===== src/rtl/demux_pkg.sv =====
// Shared constants for the result demultiplexer.
// Destination encodings and the default datapath width.
package demux_pkg;
   localparam int   DEF_WIDTH = 32;
   localparam logic SEL_WB    = 1'b0;
   localparam logic SEL_MEM   = 1'b1;
endpackage


===== src/rtl/demux_fifo.sv =====
// Per-destination synchronous FIFO used by result_demux.
// Occupancy count is the only source of full/empty.
module demux_fifo
   import demux_pkg::*;
#(
   parameter int WIDTH = DEF_WIDTH,
   parameter int DEPTH = 2
) (
   input  logic             clk,
   input  logic             reset,
   input  logic             push,
   input  logic [WIDTH-1:0] wdata,
   input  logic             pop,
   output logic             full,
   output logic             empty,
   output logic [WIDTH-1:0] head
);
   localparam int AW = $clog2(DEPTH);
   localparam logic [AW:0]   FULL_CNT = DEPTH[AW:0];
   localparam logic [AW-1:0] PTR_ONE  = AW'(1);
   localparam logic [AW:0]   CNT_ONE  = (AW + 1)'(1);

   logic [WIDTH-1:0] mem [DEPTH];
   logic [AW-1:0]    wptr;
   logic [AW-1:0]    rptr;
   logic [AW:0]      count;

   assign full  = (count == FULL_CNT);
   assign empty = (count == '0);
   assign head  = mem[rptr];

   always_ff @(posedge clk) begin
      if (reset) begin
         wptr  <= '0;
         rptr  <= '0;
         count <= '0;
         for (int i = 0; i < DEPTH; i++)
            mem[i] <= '0;
      end else begin
         if (push) begin
            mem[wptr] <= wdata;
            wptr      <= wptr + PTR_ONE;
         end
         if (pop)
            rptr <= rptr + PTR_ONE;
         // Push and pop together leave the count unchanged.
         unique case ({push, pop})
            2'b10:   count <= count + CNT_ONE;
            2'b01:   count <= count - CNT_ONE;
            default: count <= count;
         endcase
      end
   end
endmodule


===== src/rtl/result_demux.sv =====
// Registered 1-to-2 result demux: steers words into writeback/store FIFOs.
// Optional transfer counters cnt0/cnt1 under RESULT_DEMUX_STATS_EN.
module result_demux
   import demux_pkg::*;
#(
   parameter int WIDTH = DEF_WIDTH,
   parameter int DEPTH = 2
) (
   input  logic             clk,
   input  logic             reset,
   input  logic [WIDTH-1:0] in_data,
   input  logic             in_sel,
   input  logic             in_valid,
   output logic             in_ready,
   output logic [WIDTH-1:0] out0_data,
   output logic             out0_valid,
   input  logic             out0_ready,
   output logic [WIDTH-1:0] out1_data,
   output logic             out1_valid,
   input  logic             out1_ready
`ifdef RESULT_DEMUX_STATS_EN
   ,
   output logic [31:0]      cnt0,
   output logic [31:0]      cnt1
`endif
);
   logic full0, full1;
   logic empty0, empty1;
   logic push0, push1;
   logic pop0, pop1;
   logic accept;

   // No bypass: a full FIFO stalls input even while it is draining.
   assign in_ready = (in_sel == SEL_MEM) ? !full1 : !full0;
   assign accept   = in_valid && in_ready;
   assign push0    = accept && (in_sel == SEL_WB);
   assign push1    = accept && (in_sel == SEL_MEM);

   assign out0_valid = !empty0;
   assign out1_valid = !empty1;
   assign pop0       = out0_valid && out0_ready;
   assign pop1       = out1_valid && out1_ready;

   demux_fifo #(.WIDTH(WIDTH), .DEPTH(DEPTH)) u_fifo_wb (
      .clk   (clk),
      .reset (reset),
      .push  (push0),
      .wdata (in_data),
      .pop   (pop0),
      .full  (full0),
      .empty (empty0),
      .head  (out0_data)
   );

   demux_fifo #(.WIDTH(WIDTH), .DEPTH(DEPTH)) u_fifo_mem (
      .clk   (clk),
      .reset (reset),
      .push  (push1),
      .wdata (in_data),
      .pop   (pop1),
      .full  (full1),
      .empty (empty1),
      .head  (out1_data)
   );

`ifdef RESULT_DEMUX_STATS_EN
   always_ff @(posedge clk) begin
      if (reset) begin
         cnt0 <= '0;
         cnt1 <= '0;
      end else begin
         if (pop0) cnt0 <= cnt0 + 32'd1;
         if (pop1) cnt1 <= cnt1 + 32'd1;
      end
   end
`endif
endmodule


===== config.mk =====
export PLATFORM = sky130hd
export DESIGN_NAME = result_demux
export DESIGN_NICKNAME = d
export VERILOG_FILES = /design/src/rtl/demux_pkg.sv /design/src/rtl/demux_fifo.sv /design/src/rtl/result_demux.sv
export SDC_FILE = /design/constraint.sdc
export NUM_CORES = 1
export LEC_CHECK = 0
export ABC_CLOCK_PERIOD_IN_PS = 6860
export BUFFER_PORTS_ARGS = -buffer_cell sky130_fd_sc_hd__buf_4
export CAP_MARGIN = 20
export CORE_MARGIN = 4
export CORE_UTILIZATION = 55
export DETAILED_ROUTE_END_ITERATION = 10
export GPL_TIMING_DRIVEN = 0
export MAX_ROUTING_LAYER = met4
export PLACE_DENSITY_LB_ADDON = 0.08
export SLEW_MARGIN = 0
export SYNTH_ARGS = -nofsm -noshare
export SYNTH_HDL_FRONTEND = slang
export SYNTH_SLANG_ARGS = --single-unit
export TNS_END_PERCENT = 1

===== constraint.sdc =====
create_clock -name clk -period 6.86 [get_ports clk]
set_input_delay 0.686 -clock clk [delete_from_list [all_inputs] [get_ports clk]]
set_output_delay 0.686 -clock clk [all_outputs]
set_load 0.05 [all_outputs]

==> impl_metrics.json, run 1 <==
{
  "drive_gt1_frac": 0.4157,
  "critPathMaxStageDelay_ns": 0.40,
  "synth_largest_area_cell": "edfxtp_1",
  "drv_slew": 0,
  "hold_end": "u_fifo_wb.mem[1][23]$_SDFFCE_PN0P_",
  "ios": 105,
  "r2r-end": "u_fifo_wb.mem[1][17]$_SDFFCE_PN0P_",
  "crit_path_cell_trace": "clkbuf_1 > buf_2 > mux2_2 > buf_4",
  "clkPwrFrac": 0.304,
  "place_hpwl_um": 7949,
  "ctsResizeCount": 0,
  "cts_hold_buf": 0,
  "maxCapViolations": 0,
  "antenna_found_initial": 0,
  "ir_drop_mv": 0.2038,
  "path_clk_slew_ns": 0.06,
  "die_x_um": 112.8,
  "cts.sinks": 138,
  "finalNonFillerCells": 674,
  "async_reset_ff_frac": 0,
  "synth_seq_cells": 138,
  "cellPowerDensity_mw_per_mm2": 376.7,
  "power.leakage_uw": 0.003139,
  "synth_nets": 437,
  "ys_warn_count": 0,
  "finalSetupTns_ns": 0,
  "placedCellCount": 642,
  "swShare": 0.3438,
  "avgViaCountPerCell": 5.217,
  "crit_type": "reg2out",
  "skew_ns": 0.006466,
  "reg2reg_depth": 2,
  "vias": 3516,
  "grtUsageTotal": 0.2032,
  "drc": 0,
  "cts_tree": "done",
  "core_area_mm2": 0.01079,
  "area_delta_synth_final_pct": 26.35,
  "clock_latency_ns": 0.52,
  "num_antenna_cells": 0,
  "start_kind": "flip-flop",
  "critPathSlowestCell": "mux2_2",
  "post-route-period-util": 0.3922,
  "cts_setup_buffers": 0,
  "netlist_instances": 397,
  "postSynthAreaPerCell_um2": 15.22,
  "cp_data_required_time_ns": 6.17,
  "grt_max_degree": 33,
  "path_max_fanout": 10,
  "gp_congestion": 0.7528,
  "grt_pass1_wl_um": 18890,
  "ys.flop_type": "edfxtp_1",
  "yosys-top-cells-count": "128 x and2_1, 128 x edfxtp_1, 60 x mux2_2, 19 x buf_2, 10 x dfxtp_1",
  "initial_core_util": 0.5597,
  "p_int_uw": 1887,
  "fmax_mhz": 371.7,
  "synth_area_leaders": "edfxtp_1 64%, and2_1 13%, mux2_2 11%",
  "rows": 38,
  "arrival_ns": 2.00,
  "relSlewSlack": 0.3675,
  "r2r_slack_ns": 5.06,
  "fp.dieArea_mm2": 0.01272,
  "grt_pass1_vias": 3705,
  "seq_area_frac_synth": 0.6694,
  "setup_viol": 0,
  "hp-start": "in_data[23]",
  "worstMarginPinSlew_ns": 0.9487,
  "cts-buffers-inserted": 17,
  "wl_um": 12060,
  "overflow": 0,
  "critical_path.endpoint_type": "output port",
  "ys_types": 30,
  "nets": 561,
  "synth_top_area_share": 0.6363,
  "final_antenna_net_count": 0,
  "synth-edff-count": 128,
  "cts_buffer_depth": 2,
  "drt_iter0_drc": 168,
  "period_needed_ns": 2.690,
  "hold_depth": 2,
  "port-buffer-count": 103,
  "power_switching_uw": 988.3,
  "cts_htree_levels": 4,
  "hold_viol_final": 0,
  "dr.pass1.iters": 4,
  "cts_root_buffer": "clkbuf_8",
  "synth_area_mm2": 0.006041,
  "rsz0062_at_grt": "false",
  "min_path_type": "in2reg",
  "die_y_um": 112.8,
  "p_seq_frac": 0.364,
  "wire_per_inst_um": 17.89,
  "status": "complete, no violations",
  "reg2reg_from": "u_fifo_wb.count[0]$_SDFFE_PP0P_",
  "nFillCells": 756,
  "p_comb_frac": 0.332
}
flip-flops by register name (all words and copies together) (netlist names), named ones only:
signal,cells
u_fifo_mem.count,2
u_fifo_mem.mem,64
u_fifo_mem.rptr,1
u_fifo_mem.wptr,1
u_fifo_wb.count,2
u_fifo_wb.mem,64
u_fifo_wb.rptr,1
u_fifo_wb.wptr,1
critical path, delay by kind of cell, from the launching register on:
family	cells	cell delay, ns
buffers and inverters	3	0.78
multiplexers	1	0.40
flip-flops	1	0.30
power groups by stage:
| stage | logic (µW) | registers, µW | clock network [µW] |
|---|---|---|---|
| after floorplan | 693 | 1050 | 0 |
| after global placement | 948 | 1060 | 0 |
| after detailed placement | 964 | 1060 | 0 |
| after CTS | 967 | 1050 | 883 |
| after global routing | 1000 | 1050 | 919 |
| final | 955 | 1050 | 875 |
through the flow:
stage	setup slack [ns]	total power, µW	area [µm²]	utilization	hold slack [ns]
6_report	4.170	2875	7632	0.7072	0.4646
2_1_floorplan	3.801	1745	6041	-	0.4809
3_3_place_gp	2.703	2008	6989	0.6476	0.4958
4_1_cts	4.133	2896	7632	0.7072	0.4399
5_1_grt	4.057	2976	7632	0.7072	0.4480
3_5_place_dp	4.586	2027	7061	0.6542	0.5073
logic make-up (layout without fill, tap and decap cells):
logic type | Yosys count | after routing | synth area share
fa+ha+maj | 2 | 2 | 0.004142
simple gates | 152 | 152 | 0.1653
buf+inv | 22 | 159 | 0.01761
compound gates | 12 | 12 | 0.01388
flops | 138 | 138 | 0.6694
mux | 65 | 65 | 0.1210
xor+xnor | 6 | 6 | 0.008699
cell type report:
class / count / area [µm²] / area share
buffer: 22 / 106.4 / 0.01393
clock buffer: 17 / 414.1 / 0.05426
clock inverter: 15 / 157.7 / 0.02066
multi-input combinational: 237 / 1914 / 0.2508
sequential: 138 / 4044 / 0.5298
tap: 140 / 175.2 / 0.02295
timing repair buffer: 105 / 820.8 / 0.1075
layout by cell type (no fill, tap or decap), types with 2 or more instances in the layout:
cell	n
edfxtp_1	128
or3_1	2
dfxtp_1	10
nor2b_1	4
o21ai_0	2
a21o_1	2
clkinvlp_4	4
nor4b_4	2
mux2_2	60
clkinv_1	5
ha_1	2
o21a_1	2
clkbuf_16	16
buf_2	19
nor2_1	6
buf_4	103
xnor2_1	4
clkinv_2	2
xor2_1	2
clkbuf_1	3
bufinv_16	3
nand2b_1	2
a21oi_1	2
and2_1	128
or2_2	2
o21bai_4	2
mux2_1	4
routing by layer:
| metal | routed length, µm | track usage | share of wire | vias up |
|---|---|---|---|---|
| li1 | - | - | - | 1665 |
| met1 | 4945 | 0.2385 | 0.41 | 1743 |
| met2 | 6333 | 0.3448 | 0.53 | 90 |
| met3 | 577 | 0.04599 | 0.048 | 18 |
| met4 | 200 | 0.07372 | 0.017 | 0 |
| met5 | 0 | - | 0 | - |
how the worst max path moves through the flow:
stage | start | end | slack [ns] | depth (start not counted)
2_1_floorplan | in_sel | u_fifo_wb.mem[0][0]$_SDFFCE_PN0P_ | 3.80 | 4
3_3_place_gp | in_sel | u_fifo_wb.mem[0][16]$_SDFFCE_PN0P_ | 2.70 | 4
3_5_place_dp | in_sel | u_fifo_wb.mem[1][18]$_SDFFCE_PN0P_ | 4.59 | 3
4_1_cts | flip-flop | out1_data[9] | 4.13 | 4
5_1_grt | flip-flop | out1_data[15] | 4.06 | 4
6_report | flip-flop | out1_data[9] | 4.17 | 4
No activity file was read; power rests on OpenSTA's default activity.
==> run 2: changes to the inputs <==
- ABC_AREA: unset -> 1
- ABC_CLOCK_PERIOD_IN_PS: 6860 -> 2450
- CORE_UTILIZATION: 55 -> 50
- clock period: 6.86 -> 2.45 ns (I/O delays scaled with it)
==> run 2 against run 1 <==
Effect of this change:
- clock-buffer cell count increased by 9
- first-iteration DRC count grew 110%
- combinational power up 54%
- utilization fell by 4.9 points
- global-route usage is 1.6 points higher
- synthesized area is 1.3% lower
==> impl_metrics.json, run 2 <==
{
  "status": "complete, no violations",
  "crit_type": "reg2reg",
  "synth_area_leaders": "edfxtp_1 64%, mux2_2 11%, nor3_1 5.4%",
  "min_path_type": "in2reg",
  "grt_pass1_vias": 3966,
  "synthMuxAreaShare": 0.1208,
  "period_needed_ns": 2.222,
  "relSlewSlack": 0.3892,
  "antenna_found_initial": 0,
  "clock_latency_ns": 0.41,
  "worstMarginPinSlew_ns": 0.9130,
  "postSynthAreaPerCell_um2": 13.40,
  "drv_slew": 0,
  "r2r_slack_ns": 0.23,
  "cts_hold_buf": 0,
  "die_y_um": 117.2,
  "synth_top_family_by_area": "simple AND/OR/NAND/NOR gates",
  "wl_um": 13830,
  "p_seq_frac": 0.409,
  "drt_iter0_drc": 350,
  "layout_commonest_cell": "edfxtp_1",
  "reg2reg_depth": 6,
  "drive_gt1_frac": 0.4117,
  "port-buffer-count": 104,
  "gp_congestion": 0.7524,
  "path_clk_slew_ns": 0.05,
  "maxCapViolations": 0,
  "seq_area_frac_synth": 0.6780,
  "ctsResizeCount": 0,
  "critical_path.endpoint_type": "flip-flop",
  "synth_fa_ha_area_frac": 0.004196,
  "skew_ns": 0.005250,
  "nets": 610,
  "power_switching_uw": 1965,
  "finalSetupTns_ns": 0,
  "vias": 3879,
  "synth_nets": 485,
  "ios": 105,
  "cts_htree_levels": 4,
  "drc": 0,
  "core_area_mm2": 0.01156,
  "hold_depth": 3,
  "critPathMaxStageDelay_ns": 0.53,
  "initial_core_util": 0.5157,
  "cts_setup_buffers": 0,
  "fmax_mhz": 450.0,
  "cts_buffer_depth": 2,
  "clkPwrFrac": 0.376,
  "swShare": 0.2878,
  "grt_max_degree": 33,
  "power.leakage_uw": 0.003098,
  "place_hpwl_um": 8900,
  "post-route-period-util": 0.9069,
  "fp.dieArea_mm2": 0.01374,
  "layout_common_cells": "128 x edfxtp_1, 104 x buf_4, 64 x nor3_1, 61 x nor2_1, 60 x mux2_2",
  "dr.pass1.iters": 4,
  "ys_warn_count": 0,
  "p_comb_frac": 0.215,
  "reg2reg_from": "u_fifo_wb.count[1]$_SDFFE_PP0P_",
  "synth-simple-area-share": 0.1259,
  "avgViaCountPerCell": 5.343,
  "start_kind": "flip-flop",
  "async_reset_ff_frac": 0,
  "crit_path_cell_trace": "inv_2 > o211ai_4 > nor2_4 > nand2_4 > buf_6 > nand2_2",
  "ys_types": 25,
  "synth-compound-area-share": 0.01783,
  "synthXorXnorAreaFrac": 0,
  "netlist_instances": 445,
  "critPathSlowestCell": "nand2_2",
  "grt_pass1_wl_um": 21270,
  "cts.sinks": 138,
  "rsz0062_at_grt": "false",
  "ys.flop_type": "edfxtp_1",
  "hp-start": "in_data[27]",
  "yosys-top-cells-count": "128 x edfxtp_1, 64 x nor3_1, 61 x nor2_1, 60 x mux2_2, 37 x inv_1",
  "rows": 39,
  "hold_viol_final": 0,
  "power_uw": 6830,
  "r2r-end": "u_fifo_wb.mem[0][13]$_SDFFCE_PN0P_",
  "synth-edff-count": 128,
  "synth_seq_cells": 138,
  "reg_top3": "u_fifo_mem.mem: 64 flops, u_fifo_wb.mem: 64 flops",
  "ir_drop_mv": 0.4514,
  "cts-buffers-inserted": 17,
  "final_antenna_net_count": 0,
  "arrival_ns": 2.17,
  "p_int_uw": 4865,
  "num_antenna_cells": 0,
  "path_max_fanout": 32,
  "yosysMostFrequentCell": "edfxtp_1",
  "cellPowerDensity_mw_per_mm2": 897.5,
  "cp_data_required_time_ns": 2.40,
  "die_x_um": 117.2,
  "synth_area_mm2": 0.005964,
  "cts_tree": "done",
  "overflow": 0,
  "synth_top_area_share": 0.6444,
  "hold_end": "u_fifo_mem.mem[0][27]$_SDFFCE_PN0P_",
  "area_delta_synth_final_pct": 27.59,
  "synth_largest_area_cell": "edfxtp_1",
  "setup_viol": 0,
  "cts_root_buffer": "clkbuf_16",
  "grtUsageTotal": 0.2191,
  "wire_per_inst_um": 19.05
}
[run 2: kinds of logic after synthesis]
family | count (synthesis)
AOI/OAI and AO/OA | 17
and+or+nand+nor | 157
buffers and inverters | 67
adders and majority gates | 2
DFF | 138
muxes | 64
[run 2: cell type report]
cell class | count | area, µm²
Buffer | 27 | 167.7
Inverter | 40 | 150.1
Clock buffer | 26 | 519.2
Timing Repair Buffer | 106 | 835.8
Multi-Input combinational cell | 240 | 1630
Clock inverter | 6 | 83.83
Sequential cell | 138 | 4044
Fill cell | 897 | 3955
Tap cell | 143 | 178.9
[run 2: worst max-delay path, delay by kind of cell, from the launching register on]
kind	cells	cell delay (ns)
AOI/OAI and AO/OA	1	0.39
and+or+nand+nor	3	0.73
buffers and inverters	2	0.25
DFF	1	0.39
[run 2: how the worst max path moves through the flow]
| stage | slack, ns | to | cells after the start | start |
|---|---|---|---|---|
| 2_1_floorplan | -0.04 | u_fifo_mem.mem[1][0]$_SDFFCE_PN0P_ | 4 | u_fifo_mem.count[0]$_SDFFE_PP0P_ |
| 3_3_place_gp | -1.22 | u_fifo_mem.mem[1][11]$_SDFFCE_PN0P_ | 4 | u_fifo_mem.count[0]$_SDFFE_PP0P_ |
| 3_5_place_dp | 0.24 | u_fifo_mem.mem[0][12]$_SDFFCE_PN0P_ | 7 | u_fifo_mem.count[0]$_SDFFE_PP0P_ |
| 4_1_cts | 0.22 | u_fifo_mem.mem[0][19]$_SDFFCE_PN0P_ | 7 | u_fifo_mem.count[0]$_SDFFE_PP0P_ |
| 5_1_grt | 0.1 | u_fifo_mem.mem[0][19]$_SDFFCE_PN0P_ | 7 | u_fifo_mem.count[0]$_SDFFE_PP0P_ |
| 6_report | 0.23 | u_fifo_wb.mem[0][13]$_SDFFCE_PN0P_ | 6 | u_fifo_wb.count[1]$_SDFFE_PP0P_ |
[run 2: per-stage QoR]
stage	std cells	util	area [µm²]	setup WS, ns	hold WS, ns
2_1_floorplan	445	-	5968	-0.04277	0.4255
3_3_place_gp	692	0.5990	6928	-1.217	0.4338
3_5_place_dp	694	0.6059	7007	0.2432	0.4530
4_1_cts	726	0.6580	7610	0.2206	0.1676
5_1_grt	726	0.6580	7610	0.09969	0.1804
6_report	726	0.6580	7610	0.2280	0.1772
[run 2: power by group through the flow]
stage                     logic, µW  clock network [µW]  registers (µW)
after CTS                      1480                2590            2790
after detailed placement       1480                   0            2840
after floorplan                1030                   0            2820
after global routing           1550                2710            2810
after global placement         1450                   0            2830
final                          1470                2570            2790
[run 2: per-layer routing]
metal  track usage  wire length [µm]  vias up  part of all wire
li1              -                 -     1838                 -
met1        0.2825              5822     1909              0.42
met2        0.3503              7028      121              0.51
met3       0.04833               881       11             0.064
met4       0.06498                96        0            0.0069
met5             -                 0        -                 0
==> run 3: changes to the inputs <==
- ABC_CLOCK_PERIOD_IN_PS: 2450 -> 2200
- BUFFER_PORTS_ARGS: -buffer_cell sky130_fd_sc_hd__buf_4 -> -buffer_cell sky130_fd_sc_hd__clkbuf_2
- CORE_UTILIZATION: 50 -> 55
- clock period: 2.45 -> 2.2 ns (I/O delays scaled with it)
==> run 3 against run 2 <==
Effect of this change:
- critical path depth decreased by 3
- critical endpoint is now out0_data[17]
- largest power group unchanged
- hold slack lost 0.12 ns
- utilization rose by 4.7 points
- clock skew grew 0.0020 ns
- clock-buffer cell count is 9 lower
- clock power increased by 13%
- total power increased by 10%
- highest routed layer unchanged
- die area is 8.5% lower
==> impl_metrics.json, run 3 (synthesis gave the netlist of run 2 again) <==
{
  "status": "complete, no violations",
  "cts_tree": "done",
  "critical_path.endpoint_type": "output port",
  "rows": 37,
  "hold_viol_final": 0,
  "grt_pass1_wl_um": 20930,
  "drt_iter0_drc": 197,
  "grt_pass1_vias": 4082,
  "core_area_mm2": 0.01046,
  "rsz0062_at_grt": "true",
  "final_design_area_no_fill_mm2": 0.007376,
  "cellPowerDensity_mw_per_mm2": 1019,
  "final_antenna_net_count": 0,
  "drive_gt1_frac": 0.4227,
  "cts_htree_levels": 4,
  "path_max_fanout": 10,
  "path_clk_slew_ns": 0.06,
  "layout_setup_ws_ns": 0.1121,
  "area_delta_synth_final_pct": 23.66,
  "post-place-ws_ns": -0.003871,
  "r2r_slack_ns": 0.21,
  "nets": 609,
  "wl_um": 12960,
  "layout_commonest_cell": "edfxtp_1",
  "gp_congestion": 0.7675,
  "num_antenna_cells": 0,
  "crit_type": "reg2out",
  "ir_drop_mv": 0.5722,
  "drv_slew": 0,
  "wire_per_inst_um": 18.04,
  "cts_setup_buffers": 0,
  "fp.dieArea_mm2": 0.01257,
  "skew_ns": 0.007208,
  "cts_root_buffer": "clkbuf_8",
  "relSlewSlack": 0.6308,
  "cts-buffers-inserted": 17,
  "port-buffer-count": 104,
  "cts_buffer_depth": 2,
  "nFillCells": 776,
  "finalNonFillerCells": 718,
  "critPathSlowestCell": "dfxtp_1",
  "layout_common_cells": "128 x edfxtp_1, 105 x clkbuf_2, 64 x nor3_1, 61 x nor2_1, 60 x mux2_2",
  "grtUsageTotal": 0.2229,
  "dr.pass1.iters": 4,
  "placedCellCount": 687,
  "post-route-util": 0.7050,
  "overflow": 0,
  "avgViaCountPerCell": 5.316,
  "die_y_um": 112.1,
  "cts.sinks": 138,
  "period_needed_ns": 2.088,
  "ios": 105,
  "start_kind": "flip-flop",
  "initial_core_util": 0.5701,
  "setup_viol": 0,
  "place_hpwl_um": 8476,
  "maxCapViolations": 0,
  "place_area_mm2": 0.006738,
  "arrival_ns": 1.87,
  "reg_top3": "u_fifo_mem.mem: 64 flops, u_fifo_wb.mem: 64 flops",
  "worstMarginPinSlew_ns": 0.5517,
  "power.leakage_uw": 0.003040,
  "clock_latency_ns": 0.51,
  "antenna_found_initial": 0,
  "die_x_um": 112.1,
  "crit_path_cell_trace": "buf_4 > mux2_2 > clkbuf_2",
  "critPathMaxStageDelay_ns": 0.46,
  "cp_data_required_time_ns": 1.98,
  "min_path_type": "in2reg",
  "grt_max_degree": 33,
  "drc": 0,
  "vias": 3817,
  "post-route-period-util": 0.9491,
  "fmax_mhz": 478.9
}
## run 3: changes by cell type in the layout (fill, tap and decap cells not counted), sizes merged
cell	before	now
clkbuf	30	125
bufinv	2	4
inv	40	42
clkinvlp	1	2
buf	129	24
clkinv	3	7
## run 3: stage by stage
| step | hold WS [ns] | total power [µW] | TNS, ns |
|---|---|---|---|
| after floorplan | 0.4255 | 4295 | -9.061 |
| after global placement | 0.4339 | 4625 | -86.32 |
| after detailed placement | 0.4428 | 4663 | -0.08310 |
| after CTS | 0.03608 | 7565 | 0 |
| after global routing | 0.04182 | 7787 | 0 |
| final | 0.05538 | 7515 | 0 |
## run 3: final timing paths
check	startpoint	endpoint	cells past startpoint
min reg2reg	u_fifo_wb.rptr$_SDFFE_PP0P_	u_fifo_wb.rptr$_SDFFE_PP0P_	1
max	flip-flop	out0_data[17]	3
max reg2reg	u_fifo_wb.count[1]$_SDFFE_PP0P_	u_fifo_wb.count[1]$_SDFFE_PP0P_	8
min	in_data[6]	u_fifo_mem.mem[0][6]$_SDFFCE_PN0P_	3
## run 3: report_power, final
| part | leakage, µW | internal [µW] | total (µW) | switching (µW) |
|---|---|---|---|---|
| clock network | 0.000298 | 1840 | 2900 | 1060 |
| logic | 0.00133 | 414 | 1500 | 1090 |
| registers | 0.00141 | 3050 | 3110 | 65.4 |
| total | 0.00304 | 5300 | 7510 | 2210 |
## run 3: routing by layer
layer,up-vias,GRT usage,routed length [µm]
li1,1838,-,-
met1,1859,0.2724,5301
met2,112,0.3703,6898
met3,8,0.04744,641
met4,0,0.07692,114
met5,-,-,0
## run 3: critical path: cells and delay by family, from the launching register on
family	cells	cell delay, ns
buffers and inverters	2	0.52
flip-flops	1	0.46
multiplexers	1	0.38
## run 3: timing repair
item                                    in CTS  in global routing
hold buffers                                 0                  0
endpoints found under the setup margin      92                 33
gates resized for setup                      8                  2
## run 3: cell type report
type | instances | area (µm²) | share of cell area
repair buffers | 106 | 575.6 | 0.07803
flip-flops and latches | 138 | 4044 | 0.5483
well taps | 136 | 170.2 | 0.02307
inverters | 40 | 150.1 | 0.02036
plain buffers | 26 | 182.7 | 0.02477
clock buffers | 17 | 414.1 | 0.05615
clock inverters | 15 | 198.9 | 0.02697
multi-input cells | 240 | 1640 | 0.2224
